--- src/rtl/riscv_ctrl_pkg.sv ---
// Shared RV32I/M control-decode constants, FSM state encoding and control bundle type.
// No logic; imported by the decoder and its handshake wrapper.
// Backpressure: n/a.
package riscv_ctrl_pkg;

    localparam logic [6:0] OP_R      = 7'b0110011;
    localparam logic [6:0] OP_IMM    = 7'b0010011;
    localparam logic [6:0] OP_LOAD   = 7'b0000011;
    localparam logic [6:0] OP_STORE  = 7'b0100011;
    localparam logic [6:0] OP_BRANCH = 7'b1100011;
    localparam logic [6:0] OP_AUIPC  = 7'b0010111;
    localparam logic [6:0] OP_LUI    = 7'b0110111;
    localparam logic [6:0] OP_JAL    = 7'b1101111;
    localparam logic [6:0] OP_JALR   = 7'b1100111;

    localparam logic [6:0] F7_BASE   = 7'b0000000;
    localparam logic [6:0] F7_ALT    = 7'b0100000;
    localparam logic [6:0] F7_MULDIV = 7'b0000001;

    localparam logic [2:0] ALU_R    = 3'b000;
    localparam logic [2:0] ALU_I    = 3'b001;
    localparam logic [2:0] ALU_S    = 3'b010;
    localparam logic [2:0] ALU_B    = 3'b011;
    localparam logic [2:0] ALU_U    = 3'b100;
    localparam logic [2:0] ALU_J    = 3'b101;
    localparam logic [2:0] ALU_LOAD = 3'b110;
    localparam logic [2:0] ALU_JALR = 3'b111;

    localparam logic [1:0] WB_ALU = 2'b00;
    localparam logic [1:0] WB_MEM = 2'b01;
    localparam logic [1:0] WB_UPC = 2'b10;
    localparam logic [1:0] WB_PC4 = 2'b11;

    typedef enum logic {
        RUN     = 1'b0,
        MD_WAIT = 1'b1
    } md_state_t;

    typedef struct packed {
        logic       branch;
        logic       mem_read;
        logic       mem_write;
        logic       alu_src;
        logic       reg_write;
        logic [1:0] mem_to_reg;
        logic [2:0] alu_op;
        logic       md_op;
        logic       md_div;
        logic       illegal;
    } ctrl_t;

endpackage

--- src/rtl/ctrl_decode_comb.sv ---
// Purpose: purely combinational opcode/funct7 decode into a control bundle.
// Latency: 0 cycles.
// Backpressure: none; the caller registers and handshakes the result.
module ctrl_decode_comb
    import riscv_ctrl_pkg::*;
#(
    parameter int ENABLE_M = 1
) (
    input  logic [6:0] opcode,
    input  logic [6:0] funct7,
    input  logic       funct3_hi,
    output ctrl_t      ctrl_dat
);

    always_comb begin
        ctrl_dat = '0;
        case (opcode)
            OP_R: begin
                if (funct7 == F7_BASE || funct7 == F7_ALT) begin
                    ctrl_dat.alu_op    = ALU_R;
                    ctrl_dat.reg_write = 1'b1;
                end else if (ENABLE_M != 0 && funct7 == F7_MULDIV) begin
                    ctrl_dat.alu_op    = ALU_R;
                    ctrl_dat.reg_write = 1'b1;
                    ctrl_dat.md_op     = 1'b1;
                    ctrl_dat.md_div    = funct3_hi;
                end else begin
                    ctrl_dat.illegal = 1'b1;
                end
            end
            OP_IMM: begin
                ctrl_dat.alu_op    = ALU_I;
                ctrl_dat.alu_src   = 1'b1;
                ctrl_dat.reg_write = 1'b1;
            end
            OP_LOAD: begin
                ctrl_dat.alu_op     = ALU_LOAD;
                ctrl_dat.mem_read   = 1'b1;
                ctrl_dat.mem_to_reg = WB_MEM;
                ctrl_dat.alu_src    = 1'b1;
                ctrl_dat.reg_write  = 1'b1;
            end
            OP_STORE: begin
                ctrl_dat.alu_op    = ALU_S;
                ctrl_dat.mem_write = 1'b1;
                ctrl_dat.alu_src   = 1'b1;
            end
            OP_BRANCH: begin
                ctrl_dat.alu_op = ALU_B;
                ctrl_dat.branch = 1'b1;
            end
            OP_AUIPC, OP_LUI: begin
                ctrl_dat.alu_op     = ALU_U;
                ctrl_dat.mem_to_reg = WB_UPC;
                ctrl_dat.alu_src    = 1'b1;
                ctrl_dat.reg_write  = 1'b1;
            end
            OP_JAL: begin
                ctrl_dat.alu_op     = ALU_J;
                ctrl_dat.mem_to_reg = WB_PC4;
                ctrl_dat.alu_src    = 1'b1;
                ctrl_dat.reg_write  = 1'b1;
            end
            OP_JALR: begin
                ctrl_dat.alu_op     = ALU_JALR;
                ctrl_dat.mem_to_reg = WB_PC4;
                ctrl_dat.alu_src    = 1'b1;
                ctrl_dat.reg_write  = 1'b1;
            end
            default: ctrl_dat.illegal = 1'b1;
        endcase
    end

endmodule

--- src/rtl/ctrl_pipe_decoder.sv ---
// Purpose: registered decode stage with valid/ready handshake and M-op issue blocking.
// Latency: 1 cycle from accepted instr to out_valid.
// Backpressure: bundle held while !out_ready; issue blocked during flush and MUL/DIV wait.
module ctrl_pipe_decoder
    import riscv_ctrl_pkg::*;
#(
    parameter int ENABLE_M = 1,
    parameter int MUL_LAT  = 4,
    parameter int DIV_LAT  = 33
) (
    input  logic        clk,
    input  logic        rst,
    input  logic        in_valid,
    input  logic [31:0] instr,
    output logic        in_ready,
    output logic        out_valid,
    input  logic        out_ready,
    input  logic        flush,
    output logic        branch,
    output logic        mem_read,
    output logic        mem_write,
    output logic        alu_src,
    output logic        reg_write,
    output logic [1:0]  mem_to_reg,
    output logic [2:0]  alu_op,
    output logic        md_op,
    output logic        md_div,
    output logic        illegal,
    output logic        md_busy
);

    localparam logic [5:0] MUL_LOAD = 6'(MUL_LAT - 1);
    localparam logic [5:0] DIV_LOAD = 6'(DIV_LAT - 1);

    ctrl_t      dec_dat;
    ctrl_t      bundle_q;
    md_state_t  state_q, state_d;
    logic [5:0] cnt_q, cnt_d;
    logic       accept_vld;
    logic       consume_vld;
    logic       unused_instr_bits;

    assign unused_instr_bits = ^{instr[24:15], instr[13:7]};

    ctrl_decode_comb #(
        .ENABLE_M (ENABLE_M)
    ) u_decode (
        .opcode    (instr[6:0]),
        .funct7    (instr[31:25]),
        .funct3_hi (instr[14]),
        .ctrl_dat  (dec_dat)
    );

    assign in_ready    = (!out_valid || out_ready) && (state_q == RUN) && !flush;
    assign accept_vld  = in_valid && in_ready;
    assign consume_vld = out_valid && out_ready;

    // A consume and a new accept in the same cycle simply replace the bundle.
    always_ff @(posedge clk or posedge rst) begin
        if (rst) begin
            out_valid <= 1'b0;
            bundle_q  <= '0;
        end else if (accept_vld) begin
            out_valid <= 1'b1;
            bundle_q  <= dec_dat;
        end else if (consume_vld || flush) begin
            out_valid <= 1'b0;
            bundle_q  <= '0;
        end
    end

    always_ff @(posedge clk or posedge rst) begin
        if (rst) begin
            state_q <= RUN;
            cnt_q   <= '0;
        end else begin
            state_q <= state_d;
            cnt_q   <= cnt_d;
        end
    end

    // Wait starts when the M bundle leaves, even if a flush arrives that same cycle.
    always_comb begin
        state_d = state_q;
        cnt_d   = cnt_q;
        case (state_q)
            RUN: begin
                if (consume_vld && bundle_q.md_op) begin
                    state_d = MD_WAIT;
                    cnt_d   = bundle_q.md_div ? DIV_LOAD : MUL_LOAD;
                end
            end
            MD_WAIT: begin
                if (cnt_q == '0) begin
                    state_d = RUN;
                end else begin
                    cnt_d = cnt_q - 6'd1;
                end
            end
            default: state_d = RUN;
        endcase
    end

    assign md_busy    = (state_q == MD_WAIT);
    assign branch     = bundle_q.branch;
    assign mem_read   = bundle_q.mem_read;
    assign mem_write  = bundle_q.mem_write;
    assign alu_src    = bundle_q.alu_src;
    assign reg_write  = bundle_q.reg_write;
    assign mem_to_reg = bundle_q.mem_to_reg;
    assign alu_op     = bundle_q.alu_op;
    assign md_op      = bundle_q.md_op;
    assign md_div     = bundle_q.md_div;
    assign illegal    = bundle_q.illegal;

endmodule
--- config.mk ---
export PLATFORM = sky130hd
export DESIGN_NAME = ctrl_pipe_decoder
export DESIGN_NICKNAME = d
export VERILOG_FILES = /design/src/rtl/riscv_ctrl_pkg.sv /design/src/rtl/ctrl_decode_comb.sv /design/src/rtl/ctrl_pipe_decoder.sv
export SDC_FILE = /design/constraint.sdc
export NUM_CORES = 1
export LEC_CHECK = 0
export ABC_CLOCK_PERIOD_IN_PS = 3300
export BUFFER_PORTS_ARGS = -buffer_cell sky130_fd_sc_hd__buf_2
export CAP_MARGIN = 20
export CORE_MARGIN = 8
export CORE_UTILIZATION = 45
export DETAILED_ROUTE_END_ITERATION = 6
export GPL_TIMING_DRIVEN = 0
export MAX_ROUTING_LAYER = met4
export PLACE_DENSITY_LB_ADDON = 0.2
export SKIP_CTS_REPAIR_TIMING = 1
export SKIP_LAST_GASP = 1
export SYNTH_ARGS = -nofsm -noshare
export SYNTH_HDL_FRONTEND = slang
export SYNTH_SLANG_ARGS = --single-unit
--- constraint.sdc ---
create_clock -name clk -period 3.3 [get_ports clk]
set_input_delay 0.66 -clock clk [delete_from_list [all_inputs] [get_ports clk]]
set_output_delay 0.66 -clock clk [all_outputs]
set_load 0.01 [all_outputs]
# --- Word-level counts from Yosys, hierarchy flattened ---
# Cells that the tools add are included.
# W data, S select, Z words.
word_totals:
  inputBits: 37
  output_inout_bits: 16
  reg_bits: 21
  wordCells: 73
op_classes:
  n_reduce_logical: 19
  n_addsub: 1
  n_bitwise: 1
  n_mux: 26
  n_eq_ne: 13
op_table:
  columns: ["op", "n"]
  rows:
  - ["$eq A7 B6 Y1 const B", 4]
  - ["$mux W13", 2]
  - ["$pmux W3 S8", 1]
  - ["$eq A7 B7 Y1 const B", 3]
  - ["$mux W6", 3]
  - ["$eq A7 B5 Y1 const B", 2]
  - ["$pmux W6 S2", 1]
  - ["$mux W1", 11]
  - ["$reduce_or A8 Y1", 1]
  - ["$eq A7 B1 Y1 const B", 1]
  - ["$eq A7 B2 Y1 const B", 1]
  - ["$logic_not A7 Y1", 1]
  - ["$reduce_or A7 Y1", 1]
  - ["$logic_not A6 Y1", 1]
  - ["$mux W3", 2]
  - ["$pmux W1 S2", 3]
  - ["$pmux W2 S3", 1]
  - ["$reduce_or A6 Y1", 1]
  - ["$sub A6 B1 Y6 const B", 1]
  - ["$logic_and A1 B1 Y1", 5]
  - ["$mux W2", 2]
  - ["$reduce_or A2 Y1", 2]
  - ["$logic_or A1 B1 Y1", 3]
  - ["$logic_not A1 Y1", 2]
  - ["other kinds (5)", 5]

# --- Longest topological paths before layout ---
depth:
  ltp_word: 6
  depth_mapped: 6

# --- Hierarchy ---
# From an unflattened synthesis, not the netlist that was laid out.
hier_totals:
  hier_cells: 129
  area_unflattened_um2: 1337.5
by_module_without_submodules:
  columns: ["module", "seq_area_each_um2", "n_inst", "area_per_inst_um2", "cells_each"]
  rows:
  - ["ctrl_pipe_decoder", 525.5, 1, 1004.7, 77]
  - ["ctrl_decode_comb", 0.0, 1, 332.8, 52]

# --- Least setup slack after synthesis ---
# OpenSTA, ideal clock, no wires.
synth_timing:
  path_type: "input to register"
  from: "input instr[3]"
  to: "register bundle_q, in the netlist illegal"
  setup_slack_ns: 1.573
  arrival_ns: 1.605
  stages: 4
  setup_time_ns: 0.122
  cell_sequence: "nor3_4 nand4_2 or3b_1 a32o_1"
synth_between:
  elab_chain_len: 4
  elab_cells_between_ends: 12
  cone_classes: "eq/ne: 9; mux: 2; reduce/logical: 1"
synth_rtl:
  columns: ["element", "line_no", "text"]
  rows:
  - ["from (decl)", "ctrl_pipe_decoder.sv:14", "input logic [31:0] instr,"]
  - ["$eq A7 B5 Y1 (tied with other cells)", "ctrl_decode_comb.sv:17", "case (opcode)"]
  - ["$reduce_or A8 Y1 (no line)", null, null]
  - ["$pmux W1 S2 *", "ctrl_decode_comb.sv:17", null]
  - ["$mux W13 *", "ctrl_pipe_decoder.sv:63", "end else if (accept_vld) begin"]
  - ["to (signal assigned)", "ctrl_pipe_decoder.sv:65", "bundle_q <= dec_dat;"]
  - ["to (decl)", "ctrl_pipe_decoder.sv:36", "ctrl_t bundle_q;"]
# Mark *: on every way between the ends. The rest lies on a longest branch, timed or not.
# A chain may end at the register's enable or synchronous reset.

# --- Final worst setup path ---
layout_timing:
  from: "register state_q (netlist: md_busy)"
  to: "output in_ready"
layout_between:
  elab_chain_len: 3
layout_rtl:
  columns: ["element", "line_no", "text"]
  rows:
  - ["from (decl)", "ctrl_pipe_decoder.sv:37", "md_state_t state_q, state_d;"]
  - ["from (signal assigned)", "ctrl_pipe_decoder.sv:77", "state_q <= state_d;"]
  - ["$not A1 Y1", null, null]
  - ["$logic_and A1 B1 Y1 (2 in series)", "ctrl_pipe_decoder.sv:54", "assign in_ready = (!out_valid || out_ready) && (state_q == RUN) && !flush;"]
  - ["to (decl)", "ctrl_pipe_decoder.sv:15", "output logic in_ready,"]
# Every way passes these cells.

==> flow_summary.toml <==
[clock_network]
buffers_from_clock_root_to_sink_at_most = 2
clkSinkCount = 21
cts.reportedPaths.clkPinSlew_ps = 110
clock_tree.root_cell = "clkbuf_4"
h-tree-depth = 1
num_cts_buffers = 3
clkLatencyLatePin_ps = 300
cts_tree = "done"

[global_route]
globalRoute.totalOverflow = 0
grt_start_max_net_pins = 22
top_usage_layer = "met2"
via_count_of_the_first_global_routing_pass = 992
global_route.usage.met3_pct = 4.698
number_of_antenna_violations_at_the_first_check_in_global_routing = 0
global_route.usage.total_pct = 13.65
grtUsageMet1_pct = 16.33
first_pass_grt_wire_length_um = 4588
global_route.usage.met2_pct = 21.15

[worst_setup_path]
startpoint_type = "flip-flop"
worst-endpoint-arrival_ps = 1270
crit_path_max_fanout = 8
timing.setup.critical_path_class = "flip-flop to primary output"
crit_path_cell_trace = "nor2_1, and2_1, buf_2"
critPathMaxStageDelay_ps = 490
endpoint_kind = "primary output"
worst-endpoint-required_ps = 2640
timing.critical_path.slowest_stage_cell = "dfrtp_1"

[route]
drt-total-wl_um = 2750
wl_per_cell_um = 15.28
drt-vias-per-instance = 5.683
final_antenna_net_count = 0
num_vias = 1023
drt-initial-drc-count = 40
drc = 0
drt_first_pass_iters = 4

[floorplanning]
fp.coreArea_um2 = 2455
die_y_um = 66.61
floorplan.initialDensity_pct = 46.94
dieArea_um2 = 4436
chipWidth_um = 66.61
io_pins = 53
num_rows = 18

[power]
power_density_nw_per_um2 = 322.1
vdd_ir_drop_max_mv = 0.2528
totalPowerFinal_uw = 448.2
p_leak_nw = 0.7188

[synthesis]
synth.yosys.seq_area_share_pct = 45.60
ys_async_rst_share_pct = 100.0
synthCells = 111
synth_top_flop_cell = "dfrtp_1"
synth.area.top_cells = "dfrtp_1 46%, nand2_1 3.3%, nor2_1 2.9%"
ys_warn_count = 0
synth_top_cell_by_area = "dfrtp_1"
postSynthAreaPerCell_um2 = 10.38
synth-seq-cells = 21
synth.distinct_cells = 44
netlist_area_um2 = 1152
synth_nets = 149
yosys.area.top_type_share_pct = 45.60
count_of_flip_flops_with_a_built_in_enable_after_synthesis = 0

[timing]
finClkSkew_ps = 2.124
final_critical_path_setup_slack_ps = 1370
finalMaxSlewViolations = 0
unrepaired_setup_endpoints_after_global_routing = "no"
hold_viol = 0
achievable-frequency_mhz = 518.2
period_share_pct = 58.48
transition_time_at_the_pin_with_the_least_slew_margin_ps = 767.3
setup_tns_ps = 0
setup_violations = 0
period_minus_slack_ps = 1930
max-slew-margin-rel_pct = 48.79

[finish]
number_of_flip_flops_in_the_largest_register = 6
final_layout_size_suffix_gt1_share_pct = 31.33
num-fill-cells = 210
final_nets = 189
finish.utilization_pct = 56.68
final_design_area_no_fill_um2 = 1391
diodes = 0
syn_to_final_growth_pct = 20.74

[worst_hold_path]
min_path_type = "input pin to asynchronous set/reset pin"

[run]
maxCapViolCount = 0

[place]
portBuffers = 35
gp_routability_congestion = 0.8347
dpl_cell_area_um2 = 1365
pre_cts_ws_ps = 1329
hpwl_um = 2155

[outcome]
status = "finished clean"
power breakdown:
group | switching, mW | internal [mW]
registers | 0.00298 | 0.261
clock network | 0.0745 | 0.0472
logic | 0.0370 | 0.0260
total | 0.114 | 0.334
synth_stat cells, types with 3 or more instances:
| cell type | number |
|---|---|
| o2bb2ai_1 | 3 |
| o21ai_0 | 3 |
| o22ai_1 | 3 |
| nor2_1 | 9 |
| nand2_1 | 10 |
| a22o_1 | 3 |
| a21oi_1 | 4 |
| nand3_1 | 4 |
| inv_1 | 6 |
| dfrtp_1 | 21 |
| a32o_1 | 3 |
logic make-up (layout without fill, tap and decap cells):
family                     count (synthesis)  in the layout  synth area share (%)
buffers and inverters                      8             47                 3.909
and+or+nand+nor                           47             47                 25.08
xor gates and xnor gates                   1              1                0.7602
DFF                                       21             21                 45.60
muxes                                      2              2                 1.737
AOI/OAI and AO/OA                         31             31                 21.82
adders and majority gates                  1              1                 1.086
routing by layer:
layer,routed length [um],part of all wire [%],up-vias
met2,1328,48,22
met1,1252,46,496
met5,0,0,-
met4,34,1.2,0
met3,135,4.9,5
li1,-,-,500
worst paths after layout:
kind,cells after the start,slack (ps),endpoint,start
setup / recovery,3,1370,in_ready,md_busy
hold / removal,2,470,cnt_q[2],rst
setup reg to reg,5,1520,cnt_q[4],cnt_q[0]
hold reg to reg,1,500,mem_to_reg[0],mem_to_reg[0]
max in group asynchronous,2,2350,cnt_q[5],rst
min in group clk,1,500,mem_to_reg[0],mem_to_reg[0]
critical path: cells and delay by family, from the launching register on:
kind	cells	cell delay, ps
simple gates	2	350
flops	1	490
buf+inv	1	120
per-stage QoR:
step                instances  hold slack, ps
finish                    180           474.5
global route              180           512.2
CTS                       180           494.4
detailed placement        176           472.3
global placement          176           460.1
floorplan                 111           472.7
cell type report:
| class | instances | area (um^2) | share of cell area (%) |
|---|---|---|---|
| multi-input combinational | 82 | 581.8 | 41.82 |
| sequential | 21 | 525.5 | 37.77 |
| timing repair buffer | 35 | 175.2 | 12.59 |
| tap | 30 | 37.54 | 2.698 |
| clock buffer | 4 | 26.28 | 1.888 |
| buffer | 2 | 22.52 | 1.619 |
| inverter | 6 | 22.52 | 1.619 |
cells in the final DEF (no fill, tap or decap), drive strengths merged, types with 2 or more instances in the layout:
cell | synthesis | routed
nand2 | 10 | 10
dfrtp | 21 | 21
a32o | 3 | 3
clkbuf | 0 | 4
nor3 | 3 | 3
o2bb2ai | 3 | 3
nand2b | 2 | 2
nand3 | 4 | 4
a21oi | 4 | 4
a21o | 2 | 2
o21ai | 3 | 3
nor2 | 9 | 9
a22oi | 2 | 2
nor4 | 2 | 2
inv | 6 | 6
or3b | 2 | 2
o22ai | 3 | 3
mux2i | 2 | 2
nor4b | 2 | 2
nand4 | 3 | 3
nor2b | 2 | 2
a211oi | 2 | 2
buf | 2 | 37
a22o | 3 | 3
Power figures use the tool's default switching activity.
